`src/rtl/wishbone_master_if_pkg.sv`:
```
// Shared constants for the Wishbone master port: FSM encodings and legacy
// pipeline/reset constants.
package wishbone_master_if_pkg;

  localparam logic [1:0] WB_IDLE           = 2'b00;
  localparam logic [1:0] WB_BUSY           = 2'b01;
  localparam logic [1:0] WB_WAIT_FOR_STALL = 2'b11;

  localparam logic        Stop         = 1'b1;
  localparam logic        NoStop       = 1'b0;
  localparam logic        RstEnable    = 1'b0;
  localparam logic        WriteDisable = 1'b0;
  localparam logic [31:0] ZeroWord     = 32'h0000_0000;

endpackage

```
`src/rtl/wishbone_master_if_timeout_ctr.sv`:
```
// BUSY-cycle counter for the forced timeout termination; only built when
// WB_TIMEOUT_EN is defined.
`ifdef WB_TIMEOUT_EN
module wb_timeout_ctr #(
  parameter int unsigned TIMEOUT_CYC = 256
) (
  input  logic clk,
  input  logic rst_n,
  input  logic clr,
  input  logic en,
  output logic expired
);
  localparam int unsigned CW = $clog2(TIMEOUT_CYC) + 1;

  logic [CW-1:0] cnt_q, cnt_d;

  always_comb begin
    cnt_d = cnt_q;
    if (clr) begin
      cnt_d = '0;
    end else if (en) begin
      cnt_d = cnt_q + CW'(1);
    end
  end

  always_ff @(posedge clk) begin
    if (!rst_n) begin
      cnt_q <= '0;
    end else begin
      cnt_q <= cnt_d;
    end
  end

  // Counter holds (k-1) in the k-th BUSY cycle.
  assign expired = (cnt_q == CW'(TIMEOUT_CYC - 1));
endmodule
`endif

```
`src/rtl/wishbone_master_if.sv`:
```
// Wishbone B4 classic master port: one CPU access -> one bus cycle, with
// stall request, read-data retention, err termination and optional
// timeout (WB_TIMEOUT_EN).
module wishbone_master_if
  import wishbone_master_if_pkg::*;
#(
  parameter int unsigned DW          = 32,
  parameter int unsigned AW          = 32,
  parameter int unsigned SEL_W       = DW / 8,
  parameter int unsigned STALL_W     = 6,
  parameter int unsigned TIMEOUT_CYC = 256
) (
  input  logic               clk,
  input  logic               rst_n,
  input  logic [STALL_W-1:0] stall_i,
  input  logic               flush_i,
  input  logic               cpu_ce_i,
  input  logic               cpu_we_i,
  input  logic [AW-1:0]      cpu_addr_i,
  input  logic [DW-1:0]      cpu_data_i,
  input  logic [SEL_W-1:0]   cpu_sel_i,
  output logic [DW-1:0]      cpu_data_o,
  output logic               cpu_err_o,
  output logic               stallreq,
  input  logic [DW-1:0]      wishbone_data_i,
  input  logic               wishbone_ack_i,
  input  logic               wishbone_err_i,
  output logic [AW-1:0]      wishbone_addr_o,
  output logic [DW-1:0]      wishbone_data_o,
  output logic               wishbone_we_o,
  output logic [SEL_W-1:0]   wishbone_sel_o,
  output logic               wishbone_stb_o,
  output logic               wishbone_cyc_o
);
  logic [1:0]       state_q, state_d;
  logic [AW-1:0]    adr_q, adr_d;
  logic [DW-1:0]    dat_q, dat_d;
  logic             we_q, we_d;
  logic [SEL_W-1:0] sel_q, sel_d;
  logic             cyc_q, cyc_d;
  logic [DW-1:0]    rbuf_q, rbuf_d;
  logic             err_q, err_d;
  logic             tmo_w;

`ifdef WB_TIMEOUT_EN
  wb_timeout_ctr #(.TIMEOUT_CYC(TIMEOUT_CYC)) u_tmo (
    .clk     (clk),
    .rst_n   (rst_n),
    .clr     (state_q != WB_BUSY),
    .en      (state_q == WB_BUSY),
    .expired (tmo_w)
  );
`else
  assign tmo_w = 1'b0;
`endif

  always_comb begin
    state_d    = state_q;
    adr_d      = adr_q;
    dat_d      = dat_q;
    we_d       = we_q;
    sel_d      = sel_q;
    cyc_d      = cyc_q;
    rbuf_d     = rbuf_q;
    err_d      = err_q;
    stallreq   = 1'b0;
    cpu_data_o = '0;
    cpu_err_o  = 1'b0;
    case (state_q)
      WB_IDLE: begin
        if (cpu_ce_i && !flush_i) begin
          state_d  = WB_BUSY;
          adr_d    = cpu_addr_i;
          dat_d    = cpu_data_i;
          we_d     = cpu_we_i;
          sel_d    = cpu_sel_i;
          cyc_d    = 1'b1;
          rbuf_d   = '0;
          err_d    = 1'b0;
          stallreq = 1'b1;
        end
      end
      WB_BUSY: begin
        // ack > err > timeout > flush
        if (wishbone_ack_i || wishbone_err_i || tmo_w) begin
          state_d = (stall_i != '0) ? WB_WAIT_FOR_STALL : WB_IDLE;
          {adr_d, dat_d, we_d, sel_d, cyc_d} = '0;
          if (wishbone_ack_i) begin
            err_d = 1'b0;
            if (we_q == WriteDisable) begin
              rbuf_d     = wishbone_data_i;
              cpu_data_o = wishbone_data_i;
            end
          end else begin
            rbuf_d    = '0;
            err_d     = 1'b1;
            cpu_err_o = 1'b1;
          end
        end else if (flush_i) begin
          state_d  = WB_IDLE;
          {adr_d, dat_d, we_d, sel_d, cyc_d} = '0;
          stallreq = 1'b1;
        end else begin
          stallreq = 1'b1;
        end
      end
      WB_WAIT_FOR_STALL: begin
        cpu_data_o = rbuf_q;
        cpu_err_o  = err_q;
        if (stall_i == '0) begin
          state_d = WB_IDLE;
        end
      end
      default: state_d = WB_IDLE;
    endcase
    if (rst_n == RstEnable) begin
      stallreq   = 1'b0;
      cpu_data_o = '0;
      cpu_err_o  = 1'b0;
    end
  end

  always_ff @(posedge clk) begin
    if (rst_n == RstEnable) begin
      state_q <= WB_IDLE;
      adr_q   <= '0;
      dat_q   <= '0;
      we_q    <= 1'b0;
      sel_q   <= '0;
      cyc_q   <= 1'b0;
      rbuf_q  <= '0;
      err_q   <= 1'b0;
    end else begin
      state_q <= state_d;
      adr_q   <= adr_d;
      dat_q   <= dat_d;
      we_q    <= we_d;
      sel_q   <= sel_d;
      cyc_q   <= cyc_d;
      rbuf_q  <= rbuf_d;
      err_q   <= err_d;
    end
  end

  assign wishbone_addr_o = adr_q;
  assign wishbone_data_o = dat_q;
  assign wishbone_we_o   = we_q;
  assign wishbone_sel_o  = sel_q;
  assign wishbone_stb_o  = cyc_q;
  assign wishbone_cyc_o  = cyc_q;
endmodule

```
`config.mk`:
```
export PLATFORM = sky130hd
export DESIGN_NAME = wishbone_master_if
export DESIGN_NICKNAME = d
export VERILOG_FILES = /design/src/rtl/wishbone_master_if_pkg.sv /design/src/rtl/wishbone_master_if_timeout_ctr.sv /design/src/rtl/wishbone_master_if.sv
export SDC_FILE = /design/constraint.sdc
export NUM_CORES = 1
export LEC_CHECK = 0
export CAP_MARGIN = 0
export CORE_MARGIN = 2
export CORE_UTILIZATION = 28
export DETAILED_ROUTE_END_ITERATION = 10
export PLACE_DENSITY = 0.67
export SYNTH_ARGS = -nofsm -noshare
export SYNTH_HDL_FRONTEND = slang
export SYNTH_SLANG_ARGS = --single-unit
```
`constraint.sdc`:
```
create_clock -name clk -period 2.3 [get_ports clk]
set_input_delay 0.23 -clock clk [delete_from_list [all_inputs] [get_ports clk]]
set_output_delay 0.23 -clock clk [all_outputs]
set_load 0.005 [all_outputs]
```
==> results.md, run 1 <==
- Status: finished clean
- Routed wire length: between 10 and 15 mm
- Synthesized flop and latch total: between 100 and 150
- Top cells by area, synth: sky130_fd_sc_hd__dfxtp_1 (53%), sky130_fd_sc_hd__a22o_1 (15%), sky130_fd_sc_hd__nand2_1 (6.3%)
- Sequential power share: a little under half
- Maximum number of pins on one net before global-route repair: 70
- First-pass GRT wire length: around 19 mm
- Share of post-route cells with drive strength above 1: around 7%
- Count of hold-fix buffers inserted at cts: 0
- Number of filler cells placed in the layout: 1282
- Net count of the finished layout: 728
- Static Leakage: 0.00259 uW
- DRC violation total after the first TritonRoute iteration: approximately 230
- Power share of the clock group: a little under two fifths
- CTS H-Tree Depth: 3
- Max-cap viol count: 0
- Sink Count: between 100 and 150
- Later-pin clock latency in the skew report: approximately 0.34 ns
- Buffer depth of the longest clock path: 2
- Die Footprint: between 15000 and 20000 um2
- Vias after detailed routing: about 3800
- Reg-to-reg setup timing slack: a little over 0.7 ns
- Area growth, synth to finish: 69.3%
- Die height: 123 um
- Master cell of the clock root buffer: sky130_fd_sc_hd__clkbuf_16
- Clock transition at the registers of the reported paths: 0.07 ns
- Fraction of the yosys area taken by sequential cells: a little over half
- Element type at the critical path end: output pin
- DR DRC count: 0
- Post-synthesis cell count: 409
- Net switching component of the power: 951 uW
- Die extent in x: 123 um
- Via count of the first global-routing pass: between 3000 and 4000
- Gp weighted congestion: 0.729
- Worst-case vdd ir drop: between 0.4 and 0.5 mV
- Setup WS pre-CTS: between 0.03 and 0.04 ns
- HPWL after DPL: about 8.6 mm
- Worst setup skew after layout: 0.00440 ns
- Worst path required time: slightly above 2 ns
- Cell taking the most area after synthesis: sky130_fd_sc_hd__dfxtp_1
- Total standard cell area after synthesis: 3940 um2
- Gate power share: roughly 15%
- Period utilization: 96.0%
- Mapped Nets: about 520
- Hold Violations, Final: 0
- Area share of the largest cell type after synthesis: about 53%
- Boundary Pins: ~220
- Post-layout instance area: about 6700 um2
- TritonCTS clock tree: done
- PnR Total Power: 4080 uW
- Crit-path max FO: 9
- Cts bufs inserted: 9
- Syn Area/Cell: 9.63 um2
- Arrival time worst endpoint: roughly 2 ns
- Global routing usage summed across all routing layers: 16.1%
- Internal cell power: 3130 uW
- Core ar.: roughly 14000 um2
- Remaining Overflow, GRT: 0
- Initial core utilization: 28.5%
- Syn. warnings: 0
- Rel. slew slack: a little under three fifths
- Final setup slack of the worst path: around 0.092 ns
- Distinct cell type count after synthesis: 26
- Pins Over Slew Limit: 0
- Remaining antenna violation count after routing: 0
- Worst hold path class: input port to register
- Startpoint class of the critical path: register
- Final setup vio count: 0
- Number of diodes added for antenna fixing: 0
- Wirelength per Cell: about 15 um
- I/O Buffers: ~220
- Crit path time final: between 2 and 2.5 ns
- Worst Path Class, Setup: register to output pin
- Peak clock frequency supported by timing: 453 MHz
- Worst-margin pin slew: between 0.6 and 0.7 ns
- Via/cell ratio: approximately 4.8
- Fraction of power spent switching nets: between 20% and 30%
- Antenna violations before repair: 0
- Number of placement rows: between 40 and 50
- Placed inst area: 6280 um2
- Pre-Repair DR Iteration Count: 4
- Power density over the cells: 611 nW/um2
power groups by stage:
stage	registers, uW	clock network [uW]	logic (uW)
CTS	1950	1590	608
finish	1950	1520	605
global route	1960	1660	653
detailed placement	1990	0	598
floorplan	1980	0	220
global placement	1980	0	590
repair_timing:
action / 4_1_cts / 5_1_grt
setup buffers: 0 / 0
gates resized for setup: 6 / 21
gates cloned: 1 / 0
hold endpoints to repair: 0 / 0
setup endpoints to repair: 33 / 32
cells in the mapped netlist (all sizes together):
cell type / instances
a211oi: 1
inv: 2
a22o: 69
a21boi: 32
a21oi: 35
a21o: 1
o21a: 1
nor2: 8
o21ai: 36
nand2: 66
or3b: 1
dfxtp: 105
o21bai: 1
buf: 14
clkbuf: 24
nor4: 2
and3: 1
nand2b: 5
and2: 2
nor3: 2
nor2b: 1
worst max-delay path: stages (launching register included):
cell,delay [ns]
sky130_fd_sc_hd__dfxtp_2,0.36
sky130_fd_sc_hd__nand2b_4,0.17
sky130_fd_sc_hd__nor2_4,0.18
sky130_fd_sc_hd__buf_6,0.17
sky130_fd_sc_hd__nand2_1,0.07
sky130_fd_sc_hd__a21oi_1,0.15
sky130_fd_sc_hd__clkdlybuf4s50_1,0.54
registers in the layout, summed over array words and instances, names as in the netlist:
name             count
rbuf_q              32
wishbone_addr_o     32
wishbone_data_o     32
wishbone_sel_o       4
state_q              2
err_q                1
wishbone_cyc_o       1
wishbone_we_o        1
through the flow:
| step | TNS, ns | util [%] | std cells | hold slack [ns] |
|---|---|---|---|---|
| global route | -0.0295 | 48.2 | 800 | 0.368 |
| global placement | 0 | 45.4 | 783 | 0.455 |
| finish | 0 | 48.2 | 800 | 0.346 |
| CTS | 0 | 47.8 | 800 | 0.441 |
| detailed placement | 0 | 45.4 | 783 | 0.455 |
| floorplan | 0 | - | 409 | 0.363 |
cell families after synthesis:
| kind of cell | share of synthesized area, % |
|---|---|
| flops | 53.4 |
| simple gates | 9.85 |
| compound gates | 31.2 |
| buf+inv | 5.53 |
cell usage in the layout, fill, tap and decap left out, types with 3 or more instances in the layout:
cell	count
sky130_fd_sc_hd__nand2b_4	3
sky130_fd_sc_hd__clkbuf_16	9
sky130_fd_sc_hd__clkdlybuf4s50_1	203
sky130_fd_sc_hd__dlymetal6s2s_1	14
sky130_fd_sc_hd__o21ai_0	36
sky130_fd_sc_hd__a22o_1	69
sky130_fd_sc_hd__clkinv_2	3
sky130_fd_sc_hd__a21oi_1	33
sky130_fd_sc_hd__buf_12	3
sky130_fd_sc_hd__a21boi_0	26
sky130_fd_sc_hd__buf_4	10
sky130_fd_sc_hd__a21boi_1	6
sky130_fd_sc_hd__nor2_1	7
sky130_fd_sc_hd__nand2_1	66
sky130_fd_sc_hd__dfxtp_1	103
final timing paths:
check,start,to,depth (start not counted)
setup / recovery,state_q[1],cpu_data_o[15],6
hold / removal,wishbone_ack_i,err_q,4
setup reg to reg,state_q[0],wishbone_addr_o[19],5
hold reg to reg,wishbone_addr_o[12],wishbone_addr_o[12],1
layer usage:
layer | routed length, um | up-vias | global-route usage [%]
li1 | - | 1867 | -
met1 | 5100 | 1783 | 19.4
met2 | 5900 | 152 | 26.0
met3 | 1030 | 16 | 6.04
met4 | 213 | 0 | 5.89
met5 | 0 | - | 0
final cells by class:
type / count / area (um2) / share of cell area [%]
repair buffers: 233 / 2380 / 35.7
clock inverters: 7 / 70.1 / 1.05
multi-input cells: 264 / 1650 / 24.8
inverters: 2 / 7.51 / 0.113
clock buffers: 9 / 225 / 3.38
flip-flops and latches: 105 / 2110 / 31.6
well taps: 180 / 225 / 3.38
Power figures use the tool's default switching activity.
==> run 2, diff against run 1 <==
CAP_MARGIN = unset   (was 0)
==> results of run 2 <==
Same layout as run 1: the final DEF is identical, and so are final timing and power.
==> run 3, diff against run 2 <==
PLACE_DENSITY = unset   (was 0.67)
==> run 3 against run 2 <==
Die area stayed put. Critical path depth unchanged. Cell count is 0.25% higher. Utilization grew 0.23 points. Register-to-register slack worse by 0.31 ns. Sequential power is essentially flat. Non-clock buffer count rose by 2. Largest cell class unchanged. Highest routed layer unchanged.
==> results.md, run 3 (synthesis gave the netlist of run 1 again) <==
- Wirelength per Cell: 15.8 um (+3.4%)
- Detailed-routed wire length on met2: 6.14 mm (+4.1%)
- Die height: 123 um (unchanged)
- Static Leakage: 0.00244 uW (-5.7%)
- PnR Total Power: 4330 uW (+6.3%)
- Sequential power share: 45.0% (-2.8 points)
- Buffer depth of the longest clock path: 2 (unchanged)
- Worst Path Class, Setup: register to output pin
- DR DRC count: 0 (unchanged)
- CP endpoint: cpu_data_o[6]
- Uppermost layer routed: met4
- Levels on crit path: 6 (unchanged)
- Net switching component of the power: 955 uW (+0.50%)
- Worst-case vdd ir drop: 0.293 mV (-27%)
- Startpoint class of the critical path: register
- Pre-Repair DR Iteration Count: 4 (unchanged)
- Arrival time worst endpoint: 2.00 ns (+0.02 ns)
- Dominant delay contributor by cell family on the critical path: buffers and inverters
- Rel. slew slack: 32.7% (-24 points)
- Most frequent cells in the layout: sky130_fd_sc_hd__clkdlybuf4s50_1 (213), sky130_fd_sc_hd__dfxtp_1 (103), sky130_fd_sc_hd__a22o_1 (69)
- Dpl cells: 785 (+0.26%)
- Max-cap viol count: 0 (unchanged)
- Reg-to-reg setup timing slack: 0.40 ns (-0.31 ns)
- RSZ-0062 raised after global routing: yes
- Later-pin clock latency in the skew report: 0.34 ns (about the same)
- Number of diodes added for antenna fixing: 0 (unchanged)
- Final setup slack of the worst path: 0.0731 ns (-0.0185 ns)
- CP max-delay cell: sky130_fd_sc_hd__clkdlybuf4s50_1
- I/O Buffers: 217 (unchanged)
- CTS H-Tree Depth: 3 (unchanged)
- Number of placement rows: 43 (unchanged)
- HPWL after DPL: 9.22 mm (+7.7%)
- Status: finished clean
- Antenna violations before repair: 0 (unchanged)
- Remaining antenna violation count after routing: 0 (unchanged)
- Series of cell instances along the critical path: nand2b_4 > nor2_4 > buf_6 > nand2_1 > a21oi_1 > clkdlybuf4s50_1
- Routed wl met3: 1.26 mm (+22%)
- Crit path time final: 2.23 ns (+0.0185 ns)
- Remaining Overflow, GRT: 0 (unchanged)
- Sink Count: 105 (unchanged)
- Clock transition at the registers of the reported paths: 0.07 ns (about the same)
- Worst path buffer plus inverter count: 2 (unchanged)
- Share of post-route cells with drive strength above 1: 7.23% (+0.30 points)
- Initial core utilization: 28.5% (unchanged)
- Worst setup skew after layout: 0.00376 ns (-0.000646 ns)
- TritonCTS clock tree: done
- Period utilization: 96.8% (+0.80 points)
- First-pass GRT wire length: 19.6 mm (+3.3%)
- Vias after detailed routing: 3848 (+0.79%)
- Net count of the finished layout: 730 (+0.27%)
- Crit-path max FO: 9 (unchanged)
- Fraction of power spent switching nets: 22.0% (-1.3 points)
- Via count of the first global-routing pass: 3915 (+2.5%)
- Pins Over Slew Limit: 0 (unchanged)
- Peak clock frequency supported by timing: 449 MHz (-0.83%)
- Via/cell ratio: 4.80 (+0.53%)
- Master cell of the clock root buffer: sky130_fd_sc_hd__clkbuf_16
- Count of hold-fix buffers inserted at cts: 0 (unchanged)
- Number of cells traversed by the worst register-to-register path: 4 (-1)
- Cts bufs inserted: 9 (unchanged)
- Post-layout instance area: 6700 um2 (+0.47%)
- Gp weighted congestion: 0.797 (+9.3%)
- Worst hold path class: input port to register
- Die extent in x: 123 um (unchanged)
- Area growth, synth to finish: 70.1%
- Final setup vio count: 0 (unchanged)
- Worst-margin pin slew: 1.01 ns (+0.366 ns)
- Boundary Pins: 218 (unchanged)
- Internal cell power: 3380 uW (+8.1%)
- Most common cell after layout, fill and taps aside: sky130_fd_sc_hd__clkdlybuf4s50_1
- Gate power share: 13.9% (-0.9 points)
- Routed wire length: 12.7 mm (+3.7%)
- Setup WS pre-CTS: -0.00870 ns (-0.0416 ns)
- DRC violation total after the first TritonRoute iteration: 224 (-2.2%)
- Wire length the detailed router placed on met1: 5.01 mm (-1.7%)
- Die Footprint: 15000 um2 (unchanged)
- Maximum number of pins on one net before global-route repair: 55 (-21%)
- Power share of the clock group: 41.1% (+3.7 points)
- Critical path's largest stage delay: 0.54 ns (about the same)
- Hold Violations, Final: 0 (unchanged)
- Power density over the cells: 647 nW/um2 (+5.8%)
- Global routing usage summed across all routing layers: 16.7% (+0.64 points)
- Number of buffers added for setup after CTS: 0 (unchanged)
- Source of the worst register-to-register timing path: wishbone_we_o
- Worst path required time: 2.07 ns (about the same)
- Worst setup startpoint: state_q[1]
- Element type at the critical path end: output pin
- Placed inst area: 6280 um2 (about the same)
- Endpoint of the worst-slack reg-to-reg timing path: rbuf_q[20]
- Core ar.: 13800 um2 (unchanged)
- Final standard cell count with taps included and fillers excluded: 802 (+0.25%)
==> run 3: cell types whose count changed in the layout (fill, tap and decap cells not counted), moves of 2 or more <==
cell / change
sky130_fd_sc_hd__clkdlybuf4s50_1: +10
sky130_fd_sc_hd__dlymetal6s2s_1: -10
sky130_fd_sc_hd__buf_4: +4
sky130_fd_sc_hd__bufinv_16: +2
sky130_fd_sc_hd__clkinv_2: -2
==> run 3: timing repair <==
| item | in CTS | in global routing |
|---|---|---|
| cloned | 1 | 0 |
| gates resized for setup | 8 | 8 |
| endpoints found under the setup margin | 33 | 27 |
| pin swaps | 0 | 1 |
==> run 3: final cells by class <==
class / count / area, um2
timing repair buffer: 235 / 2350
clock inverter: 6 / 114
inverter: 2 / 7.51
multi-input combinational: 264 / 1650
fill: 1283 / 7130
clock buffer: 10 / 239
tap: 180 / 225
sequential: 105 / 2110
==> run 3: per-layer routing <==
metal / global-route usage (%) / up-vias
li1: - / 1868
met1: 19.8 / 1794
met2: 27.0 / 168
met3: 6.27 / 18
met4: 7.40 / 0
met5: 0 / -
==> run 3: worst reg2reg max path, stage by stage, from the launching register on <==
cell and delay [ns]:
sky130_fd_sc_hd__dfxtp_1 0.40, sky130_fd_sc_hd__nand2b_4 0.17, sky130_fd_sc_hd__and3_1 0.83, sky130_fd_sc_hd__o21ai_0 0.24, sky130_fd_sc_hd__a21boi_0 0.20
==> run 3: worst min path at each step <==
stage	from	endpoint	slack, ns	cells after the start
floorplan	cpu_data_i[10]	wishbone_data_o[10]	0.36	1
global placement	wishbone_addr_o[29]	wishbone_addr_o[29]	0.46	1
detailed placement	wishbone_addr_o[17]	wishbone_addr_o[17]	0.45	1
CTS	wishbone_data_i[1]	rbuf_q[1]	0.45	3
global route	wishbone_data_i[1]	rbuf_q[1]	0.47	3
finish	wishbone_data_i[1]	rbuf_q[1]	0.47	3
==> run 3: stage by stage <==
stage	hold slack, ns	TNS, ns	util, %
after floorplan	0.363	0	-
after global placement	0.455	0	45.5
after detailed placement	0.455	-0.00870	45.5
after CTS	0.451	0	48.2
after global routing	0.471	-0.0164	48.4
final	0.467	0	48.4
==> run 3: power groups by stage <==
stage | combinational (uW) | sequential, uW | clock [uW]
floorplan | 220 | 1980 | 0
CTS | 606 | 1950 | 1830
global placement | 587 | 1990 | 0
finish | 602 | 1950 | 1780
global route | 649 | 1960 | 1890
detailed placement | 597 | 1990 | 0
